[config.mk]
export PLATFORM = sky130hd
export DESIGN_NAME = burst_mode_ctrl
export DESIGN_NICKNAME = d
export VERILOG_FILES = /design/src/rtl/burst_mode_ctrl.sv
export SDC_FILE = /design/constraint.sdc
export NUM_CORES = 1
export LEC_CHECK = 0
export BUFFER_PORTS_ARGS = -buffer_cell sky130_fd_sc_hd__buf_2
export CAP_MARGIN = 20
export CORE_MARGIN = 5
export CORE_UTILIZATION = 56
export DETAILED_ROUTE_END_ITERATION = 7
export GPL_ROUTABILITY_DRIVEN = 0
export GPL_TIMING_DRIVEN = 0
export PLACE_DENSITY_LB_ADDON = 0.1
export SKIP_CTS_REPAIR_TIMING = 1
export SYNTH_ARGS = -nofsm -noshare
export SYNTH_HDL_FRONTEND = slang
export SYNTH_SLANG_ARGS = --single-unit
[constraint.sdc]
create_clock -name Clk -period 2.7 [get_ports Clk]
set_input_delay 0.675 -clock Clk [delete_from_list [all_inputs] [get_ports Clk]]
set_output_delay 0.675 -clock Clk [all_outputs]
set_load 0.005 [all_outputs]
[src/rtl/burst_mode_ctrl.sv]
// Burst-mode CellularRAM control FSM: BCR write after reset, then fixed-length synchronous bursts.
// Outputs are registered from the next-state decode, so the strobes line up with the state register.
module burst_mode_ctrl #(
    parameter int LAT_COUNT  = 3,
    parameter int BURST_LEN  = 8,
    parameter int CFG_CYCLES = 4,
    parameter int WAIT_MAX   = 16,
    parameter int REC_CYCLES = 1
) (
    input  logic       Clk,
    input  logic       Reset_n,
    input  logic       Start,
    input  logic       RdWr,
    input  logic       MemWait,
    output logic [2:0] Mode,
    output logic       MemClkEn,
    output logic       MemCeN,
    output logic       MemAdvN,
    output logic       MemOeN,
    output logic       MemWeN,
    output logic       MemLbN,
    output logic       MemUbN,
    output logic       MemCre,
    output logic       Busy,
    output logic       CfgDone,
    output logic       WordStrobe,
    output logic       Done,
    output logic       Error
);
    localparam int WW   = $clog2(BURST_LEN) + 1;
    localparam int TW   = $clog2(WAIT_MAX + 1);
    localparam int PMAX = (CFG_CYCLES > LAT_COUNT) ?
                          ((CFG_CYCLES > REC_CYCLES) ? CFG_CYCLES : REC_CYCLES) :
                          ((LAT_COUNT > REC_CYCLES) ? LAT_COUNT : REC_CYCLES);
    localparam int PW   = $clog2(PMAX + 1);

    typedef enum logic [2:0] {S_CFG, S_CFG_END, S_IDLE, S_ADDR, S_LAT, S_XFER, S_REC} state_t;

    state_t        state, state_n;
    logic [PW-1:0] phase_cnt, phase_n;
    logic [WW-1:0] word_cnt, word_n;
    logic [TW-1:0] wait_cnt, wait_n;
    logic          rd_q, rd_n, sample;
    logic [2:0]    mode_d;
    logic          clken_d, cen_d, advn_d, oen_d, wen_d, lbn_d, ubn_d, cre_d;
    logic          busy_d, cfgdone_d, strobe_d, done_d, error_d;

    always_comb begin
        state_n  = state;
        phase_n  = phase_cnt;
        word_n   = word_cnt;
        wait_n   = wait_cnt;
        rd_n     = rd_q;
        sample   = 1'b0;
        strobe_d = 1'b0;
        done_d   = 1'b0;
        error_d  = 1'b0;
        case (state)
            S_CFG: begin
                // The cycle spent in reset counts as phase 0, giving CFG_CYCLES visible CFG cycles.
                if (phase_cnt == PW'(CFG_CYCLES)) state_n = S_CFG_END;
                else                              phase_n = phase_cnt + PW'(1);
            end
            S_CFG_END: state_n = S_IDLE;
            S_IDLE: begin
                if (Start) begin
                    state_n = S_ADDR;
                    rd_n    = RdWr;
                end
            end
            S_ADDR: state_n = S_LAT;
            S_LAT: begin
                if (phase_cnt == PW'(LAT_COUNT - 1)) begin
                    state_n = S_XFER;
                    word_n  = '0;
                    wait_n  = '0;
                    sample  = 1'b1;
                end else begin
                    phase_n = phase_cnt + PW'(1);
                end
            end
            S_XFER: begin
                // Word completion is checked first so a final word never reports a timeout.
                if (word_cnt == WW'(BURST_LEN)) begin
                    state_n = S_REC;
                    done_d  = 1'b1;
                end else if (wait_cnt == TW'(WAIT_MAX)) begin
                    state_n = S_REC;
                    done_d  = 1'b1;
                    error_d = 1'b1;
                end else begin
                    sample = 1'b1;
                end
            end
            S_REC: begin
                if (phase_cnt == PW'(REC_CYCLES - 1)) state_n = S_IDLE;
                else                                  phase_n = phase_cnt + PW'(1);
            end
            default: state_n = S_CFG;
        endcase

        // WAIT sampled on the edge that opens an XFER cycle decides whether that cycle carries a word.
        if (sample) begin
            if (!MemWait) begin
                strobe_d = 1'b1;
                word_n   = word_n + WW'(1);
                wait_n   = '0;
            end else begin
                wait_n   = wait_n + TW'(1);
            end
        end
        if (state_n != state) phase_n = '0;

        mode_d  = 3'b000;
        clken_d = 1'b0;
        cen_d   = 1'b1;
        advn_d  = 1'b1;
        oen_d   = 1'b1;
        wen_d   = 1'b1;
        lbn_d   = 1'b1;
        ubn_d   = 1'b1;
        cre_d   = 1'b0;
        busy_d  = 1'b1;
        case (state_n)
            S_CFG: begin
                mode_d = 3'b010;
                cen_d  = 1'b0;
                advn_d = 1'b0;
                wen_d  = 1'b0;
                cre_d  = 1'b1;
            end
            S_IDLE: busy_d = 1'b0;
            S_ADDR: begin
                mode_d  = 3'b100;
                clken_d = 1'b1;
                cen_d   = 1'b0;
                advn_d  = 1'b0;
                wen_d   = rd_n;
                lbn_d   = 1'b0;
                ubn_d   = 1'b0;
            end
            S_LAT, S_XFER: begin
                mode_d  = rd_n ? 3'b001 : 3'b011;
                clken_d = 1'b1;
                cen_d   = 1'b0;
                oen_d   = !rd_n;
                lbn_d   = 1'b0;
                ubn_d   = 1'b0;
            end
            default: ;
        endcase
        cfgdone_d = CfgDone | (state_n == S_IDLE);
    end

    always_ff @(posedge Clk or negedge Reset_n) begin
        if (!Reset_n) begin
            state      <= S_CFG;
            phase_cnt  <= '0;
            word_cnt   <= '0;
            wait_cnt   <= '0;
            rd_q       <= 1'b0;
            Mode       <= 3'b000;
            MemClkEn   <= 1'b0;
            MemCeN     <= 1'b1;
            MemAdvN    <= 1'b1;
            MemOeN     <= 1'b1;
            MemWeN     <= 1'b1;
            MemLbN     <= 1'b1;
            MemUbN     <= 1'b1;
            MemCre     <= 1'b0;
            Busy       <= 1'b1;
            CfgDone    <= 1'b0;
            WordStrobe <= 1'b0;
            Done       <= 1'b0;
            Error      <= 1'b0;
        end else begin
            state      <= state_n;
            phase_cnt  <= phase_n;
            word_cnt   <= word_n;
            wait_cnt   <= wait_n;
            rd_q       <= rd_n;
            Mode       <= mode_d;
            MemClkEn   <= clken_d;
            MemCeN     <= cen_d;
            MemAdvN    <= advn_d;
            MemOeN     <= oen_d;
            MemWeN     <= wen_d;
            MemLbN     <= lbn_d;
            MemUbN     <= ubn_d;
            MemCre     <= cre_d;
            Busy       <= busy_d;
            CfgDone    <= cfgdone_d;
            WordStrobe <= strobe_d;
            Done       <= done_d;
            Error      <= error_d;
        end
    end
endmodule
After elaboration in Yosys (flattened, before gate mapping) --
Index checks and enable logic that the tools add are counted.
Word-level totals: memories kept 0, input bits 5, logic and storage cells 93, latch bits 0, memory bits (read-only) 0, output and inout port bits 16, bits in writable memories 0, flip-flop bits (word level) 31
Cells by class: shift-type cells 0, equality and inequality tests 18, reduce and logical (&&, ||, !) cells 10, multiply operators 0, div/mod/pow operators 0, add/subtract/negate cells 3, multiplexer cells 43, order comparisons 0, bitwise logic cells 1
Operator list (number):
- $mux 3 | 10
- $pmux 3 s7 | 1
- $mux 5 | 4
- $mux 1 | 19
- $eq 3x3->1 const B | 6
- $pmux 3 s3 | 2
- $mux 4 | 4
- $eq 3x2->1 const B | 5
- $logic_not 3->1 | 3
- $ne 3x3->1 const B | 3
- $add 5x1->5 const B | 1
- $eq 5x5->1 const B | 1
- $add 4x1->4 const B | 1
- $eq 4x4->1 const B | 1
- $pmux 1 s2 | 2
- $reduce_and 4->1 | 1
- $reduce_bool 4->1 | 1
- $reduce_or 2->1 | 2
- $reduce_or 4->1 | 1
- $add 3x1->3 const B | 1
- $eq 3x1->1 const B | 1
- $ne 3x3->1 | 1
- $reduce_or 3->1 | 1
- $mux 2 | 1
- other kinds (2) | 2

Depth between registers and ports, before layout --
Gate-level depths: netlist of the first run.
depth after elaboration 7, depth in mapped cells 12, mapped depth without buffers 11

Least setup slack after synthesis of the first run --
Ideal clock, no wire load.
path type flip-flop to flip-flop, start point register phase_cnt[0], end point register wait_cnt[4], stages on the path, launching flop included 12, data arrival time 1997 ps, clock period less this slack 2083 ps, data required time 2614 ps, path buffers 1, library setup time 86 ps, slack 617 ps, path through dfrtp_1 -> inv_1 -> ha_1 -> and4bb_2 -> nand2b_1 -> clkbuf_1 -> and2_1 -> ha_1 -> and2_1 -> nand4_1 -> xor2_1 -> nor3_1
On the way: cells in the longest elaborated chain, start to end 6, elaborated cells between the ends (all ways) 8, those cells by class 1 x add/sub; 1 x eq/ne; 6 x mux
RTL lines:
- start, declared | RTL line 40 | logic [PW-1:0] phase_cnt, phase_n;
- start signal, assigned | RTL line 178 | phase_cnt <= phase_n;
- $eq 3x2->1 (*) | RTL line 73 | if (phase_cnt == PW'(LAT_COUNT - 1)) begin
- $mux 5 | RTL line 73
- $mux 5 | RTL line 58 | case (state)
- $add 5x1->5 | RTL line 109 | wait_n = wait_n + TW'(1);
- $mux 5 | RTL line 104 | if (!MemWait) begin
- $mux 5 (*) | RTL line 103 | if (sample) begin
- via wait_n[4] | RTL line 42 | logic [TW-1:0] wait_cnt, wait_n;
- end signal, assigned | RTL line 180 | wait_cnt <= wait_n;
- end, declared | RTL line 42
The timed path passes the listed nets; every way through them passes the cells marked *. A chain may end at the register's enable or synchronous reset.

Worst setup path in the final report of the first run --
Same ends and word-level chain as after synthesis.

==> run summary, run 1 <==
DIE AREA: 4000 sq um
clock skew: 0.007137 ns
vias in the first global route: 1,172
Die Y: 63.25 microns
first-pass GRT wire length: 5326 microns
Yosys warnings: 0
RSZ-0062 raised after global routing: false
Max Root-Sink Buffers: 2
DRT met1 WL: 1328 microns
ys async rst share: 100.0%
pre-CTS setup slack: 0.3296 ns
H-Tree Depth: 2
run status: finished, final reports clean
register area: 783.3 sq um
Layout Nets: 191
dpl hpwl: 2108 microns
Static Leak: 0.8130 nW
critical path class: flop to flop
part of the power in registers: 39.7%
gr usage total: 16.44%
row cnt: 19
Post-Synthesis Cells: 154
Final Hold Vio Count: 0
synthesized area: 1588 sq um
DIE WIDTH: 63.25 microns
critical path startpoint category: flop
area of the multi-input gates: 732.0 sq um
crit path capture type: flop
via count: 1,194
antenna-violating nets left: 0
Post-synth EDFFs: 0
PortBufs: 20
max capacitance violation total: 0
Routed WL: 2920 microns
Post-synth top cells: dfrtp_1 (25), nand2_1 (12), nor2b_1 (8)
Net Sw Frac: 38.23%
CTS tree: built
Slew HR: 56.03%
Hold Path Class: input port to async pin
Finish-stage setup viols: 0
Layout area overhead: 13.08%
met3 WL post-DR: 173 microns
cell taking the most area after synthesis: dfrtp_1
power share of the combinational group: 44.4%
count of final max-slew check failures: 0
initial DRC count: 49
Highest Signal Layer: met4
worst skew pair latency: 0.33 ns
Distinct cells, synth: 43
switching power: 746.5 uW
most numerous cell in the Yosys netlist: dfrtp_1
post-placement cell count: 205
final worst-path cycle share: 89.12%
Avg Inst Size Synth: 10.31 sq um
Initial Util: 58.08%
Slew @ Worst Pin: 0.6596 ns
drt pass-1 iters: 4
DR WL/cell: 13.71 microns
Mapped Nets: 164
final setup margin: 0.2938 ns
arrival time worst endpoint: 2.66 ns
total CTS buffers: 5
CTS Sinks: 31
Fin Setup TNS: 0 ns
Ports: 21
Clock power frac: 15.9%
post-route insts no fill: 213
Seq/Total Area, Yosys: 49.33%
antenna violations before repair: 0
WL met2: 1370 microns
largest net degree at the start of global routing: 32
Worst VDD drop: 0.0007351 V
layout cell share with drive strength beyond 1: 26.37%
ys flop type: dfrtp_1
Fill cells: 245
core area: 2734 sq um
number of diodes: 0
Max Clk Rate: 415.6 MHz
# DRC: 0
P_int: 1.206 mW
global route total overflow: 0
top-area cell type share of the netlist area: 39.40%
post-layout util: 65.68%
Yosys reg bits: 31
fin crit period: 2.406 ns
Worst-path clk slew: 0.10 ns
Pwr Density: 1088 nW/um^2
largest cells by area after synthesis: dfrtp_1 (39%), dfstp_2 (9.9%), ha_1 (3.9%)
CP required: 2.96 ns
peak fanout along the critical path: 10
vias per cell: 5.606
clk root buf: clkbuf_4
==> cells by family after synthesis <==
kind of cell / Yosys count / synth area share (%)
xor gates and xnor gates: 3 / 1.655
adders and majority gates: 5 / 3.940
and+or+nand+nor: 62 / 22.54
muxes: 3 / 1.970
AOI/OAI and AO/OA: 33 / 16.00
buffers and inverters: 17 / 4.571
DFF: 31 / 49.33
==> stage by stage <==
stage	power (mW)	hold slack (ns)	instance area, sq um
after CTS	1.969	0.3787	1795
after detailed placement	1.659	0.4469	1727
after global placement	1.617	0.4436	1727
final	1.953	0.3694	1795
after floorplan	1.408	0.3794	1588
after global routing	2.145	0.4143	1795
==> placed cells by master (no fill, tap or decap), types with 2 or more instances in the layout <==
cell	synthesis	layout
a21oi_1	7	7
nor3_1	7	7
o21a_1	3	3
nand4_1	3	3
clkbuf_4	0	5
dfstp_2	6	6
a211oi_1	3	3
or3_1	2	2
nand2b_1	3	3
and2_1	5	5
nand2_1	12	12
o211ai_1	2	2
nor3b_1	2	2
nand3_1	6	6
clkbuf_1	5	6
xor2_1	3	3
nor2_1	5	5
o21ai_0	6	6
a211oi_2	2	2
ha_1	5	5
inv_1	7	7
clkbuf_8	0	2
mux2i_1	2	2
buf_2	4	24
nor2b_1	8	8
nand3b_1	3	3
dfrtp_1	25	25
==> routing by layer <==
metal	vias to the layer above	track usage [%]
li1	591	-
met2	25	26.54
met4	0	4.675
met3	6	6.217
met1	572	20.55
met5	-	0
==> area by class of cell <==
class | count | area share [%]
repair buffers | 20 | 5.575
inverters | 7 | 1.463
clock buffers | 8 | 3.833
flip-flops and latches | 31 | 43.62
well taps | 31 | 2.160
plain buffers | 10 | 2.578
multi-input cells | 106 | 40.77
==> power by group through the flow <==
stage	registers (mW)	logic, mW	clock network, mW
6_report	0.775	0.866	0.311
5_1_grt	0.803	0.994	0.348
4_1_cts	0.778	0.876	0.316
3_5_place_dp	0.787	0.872	0
3_3_place_gp	0.778	0.839	0
2_1_floorplan	0.773	0.635	0
==> critical path: stages (launching register included) <==
cell	delay (ns)
dfrtp_1	0.39
inv_1	0.08
ha_1	0.21
and4bb_2	0.25
nand2b_1	0.13
clkbuf_1	0.35
and2_1	0.19
ha_1	0.19
and2_1	0.14
nand4_1	0.11
xor2_1	0.17
nor3_1	0.13
==> state kept, by name, indices dropped and copies added, names as in the netlist <==
| signal | cells |
|---|---|
| state | 3 |
| Done | 1 |
| MemAdvN | 1 |
| MemCeN | 1 |
| MemUbN | 1 |
| WordStrobe | 1 |
| Busy | 1 |
| MemClkEn | 1 |
| CfgDone | 1 |
| rd_q | 1 |
| MemWeN | 1 |
| Error | 1 |
| word_cnt | 4 |
| phase_cnt | 3 |
| wait_cnt | 5 |
| MemOeN | 1 |
| Mode | 3 |
| MemCre | 1 |
==> path summary, 6_finish.rpt <==
| kind | startpoint | slack [ns] | depth (start not counted) | to |
|---|---|---|---|---|
| worst max-delay path | phase_cnt[0]$_DFFE_PN0P_ | 0.29 | 11 | wait_cnt[4]$_DFF_PN0_ |
| worst min-delay path | Reset_n | 0.37 | 1 | state[0]$_DFF_PN0_ |
| worst max register to register | phase_cnt[0]$_DFFE_PN0P_ | 0.29 | 11 | wait_cnt[4]$_DFF_PN0_ |
| worst min register to register | CfgDone$_DFF_PN0_ | 0.48 | 1 | CfgDone$_DFF_PN0_ |
| max in group asynchronous | Reset_n | 1.90 | 1 | Mode[0]$_DFF_PN0_ |
| min in group Clk | CfgDone$_DFF_PN0_ | 0.48 | 1 | CfgDone$_DFF_PN0_ |
(Power assumes the default switching activity.)
==> inputs of run 2 (changes only) <==
==> constraint.sdc (replaced) <==
create_clock -name Clk -period 2.4 [get_ports Clk]
set_input_delay 0.6 -clock Clk [delete_from_list [all_inputs] [get_ports Clk]]
set_output_delay 0.6 -clock Clk [all_outputs]
set_load 0.005 [all_outputs]
==> run 2 against run 1 <==
Net effect: worst setup slack got worse by 0.13 ns; first-iteration DRC count decreased by 24%; sequential cell count unchanged; cell area increased by 0.21%; utilization increased by 0.14 points; final cell count unchanged.
==> run summary, run 2 (synthesis results as in run 1) <==
placed cell areas: 1727 sq um
power share of the combinational group: 44.5%
largest reg by FF count: wait_cnt
delay-heaviest family, CP: simple AND/OR/NAND/NOR gates
gr usage total: 16.44%
most common cell after layout, fill and taps aside: dfrtp_1
max FFs per register: 5
Slew HR: 56.21%
Static Leak: 0.8160 nW
Die Y: 63.25 microns
largest net degree at the start of global routing: 32
pre-CTS setup slack: 0.02960 ns
Max Clk Rate: 447.5 MHz
Initial Util: 58.08%
layout cell share with drive strength beyond 1: 26.92%
WP buf/inv: 2
max capacitance violation total: 0
part of the power in registers: 39.7%
row cnt: 19
worst skew pair latency: 0.33 ns
Net Sw Frac: 38.25%
RSZ-0062 raised after global routing: false
Finish-stage setup viols: 0
Layout area overhead: 13.32%
peak fanout along the critical path: 10
post-placement cell count: 205
Worst path max stage delay: 0.41 ns
most frequent cells in the layout: dfrtp_1 (25), buf_2 (24), nand2_1 (12), nor2b_1 (8)
run status: finished, final reports clean
Final Cell Area: 1799 sq um
DIE AREA: 4000 sq um
DIE WIDTH: 63.25 microns
arrival time worst endpoint: 2.45 ns
slowest CP cell: dfrtp_1
Slew @ Worst Pin: 0.6568 ns
Top Registers: wait_cnt: 5 flops, word_cnt: 4 flops
switching power: 841.1 uW
critical path startpoint category: flop
Hold Path Class: input port to async pin
Clock power frac: 15.8%
CTS tree: built
H-Tree Depth: 2
antenna violations before repair: 0
first-pass GRT wire length: 5326 microns
Worst VDD drop: 0.0008285 V
crit path capture type: flop
Critical Path Start: phase_cnt[0]$_DFFE_PN0P_
r2r setup slk: 0.17 ns
CTS Sinks: 31
clk root buf: clkbuf_4
Ports: 21
PortBufs: 20
final setup margin: 0.1656 ns
Fin Setup TNS: 0 ns
global route total overflow: 0
critical path class: flop to flop
initial DRC count: 37
final worst-path cycle share: 93.10%
via count: 1,193
vias in the first global route: 1,172
total power: 2.199 mW
vias per cell: 5.601
post-route insts no fill: 213
Routed WL: 2923 microns
total CTS buffers: 5
Layout Nets: 191
dpl hpwl: 2108 microns
CP required: 2.62 ns
# DRC: 0
antenna-violating nets left: 0
reg-to-reg critical path startpoint: phase_cnt[0]$_DFFE_PN0P_
fin crit period: 2.234 ns
clock skew: 0.006099 ns
count of final max-slew check failures: 0
Max Root-Sink Buffers: 2
DR WL/cell: 13.72 microns
P_int: 1.358 mW
WHS: 0.2948 ns
drt pass-1 iters: 4
number of diodes: 0
post-layout util: 65.81%
Pwr Density: 1222 nW/um^2
core area: 2734 sq um
Final Hold Vio Count: 0
Worst-path clk slew: 0.10 ns
Cell Chain, Critical Path: inv_1, ha_1, and4bb_2, nand2b_1, buf_4, and2_1, ha_1, and2_1, nand4_1, xor2_1, nor3_1
-- run 2: changes by cell type in the layout (fill, tap and decap cells not counted) --
cell	previous run	this run
clkbuf_1	6	5
buf_4	1	2
-- run 2: worst paths after layout --
kind                                    endpoint  cells after the start
max                        wait_cnt[4]$_DFF_PN0_                     11
min                            Mode[2]$_DFF_PN0_                      1
max reg2reg                wait_cnt[4]$_DFF_PN0_                     11
min reg2reg                    CfgDone$_DFF_PN0_                      1
max in group asynchronous      Mode[0]$_DFF_PN0_                      1
min in group Clk                MemWeN$_DFF_PN1_                      3
-- run 2: power groups by stage --
stage / registers [mW] / clock network, mW / logic (mW)
final: 0.874 / 0.348 / 0.978
after global routing: 0.904 / 0.392 / 1.12
after CTS: 0.875 / 0.355 / 0.985
after detailed placement: 0.886 / 0 / 0.981
after global placement: 0.875 / 0 / 0.944
after floorplan: 0.870 / 0 / 0.715
-- run 2: per-layer routing --
metal	share of wire, %	track usage, %	vias to the layer above	routed length, microns
met3	5.5	6.217	6	161
met1	46	20.55	576	1341
met2	47	26.54	21	1374
met5	0	0	-	0
li1	-	-	590	-
met4	1.6	4.675	0	47
-- run 2: layout make-up --
class | instances | area, sq um
buffer | 10 | 50.05
fill | 243 | 934.6
timing repair buffer | 20 | 100.1
sequential | 31 | 783.3
inverter | 7 | 26.28
clock buffer | 8 | 68.82
multi-input combinational | 106 | 732.0
tap | 31 | 38.79
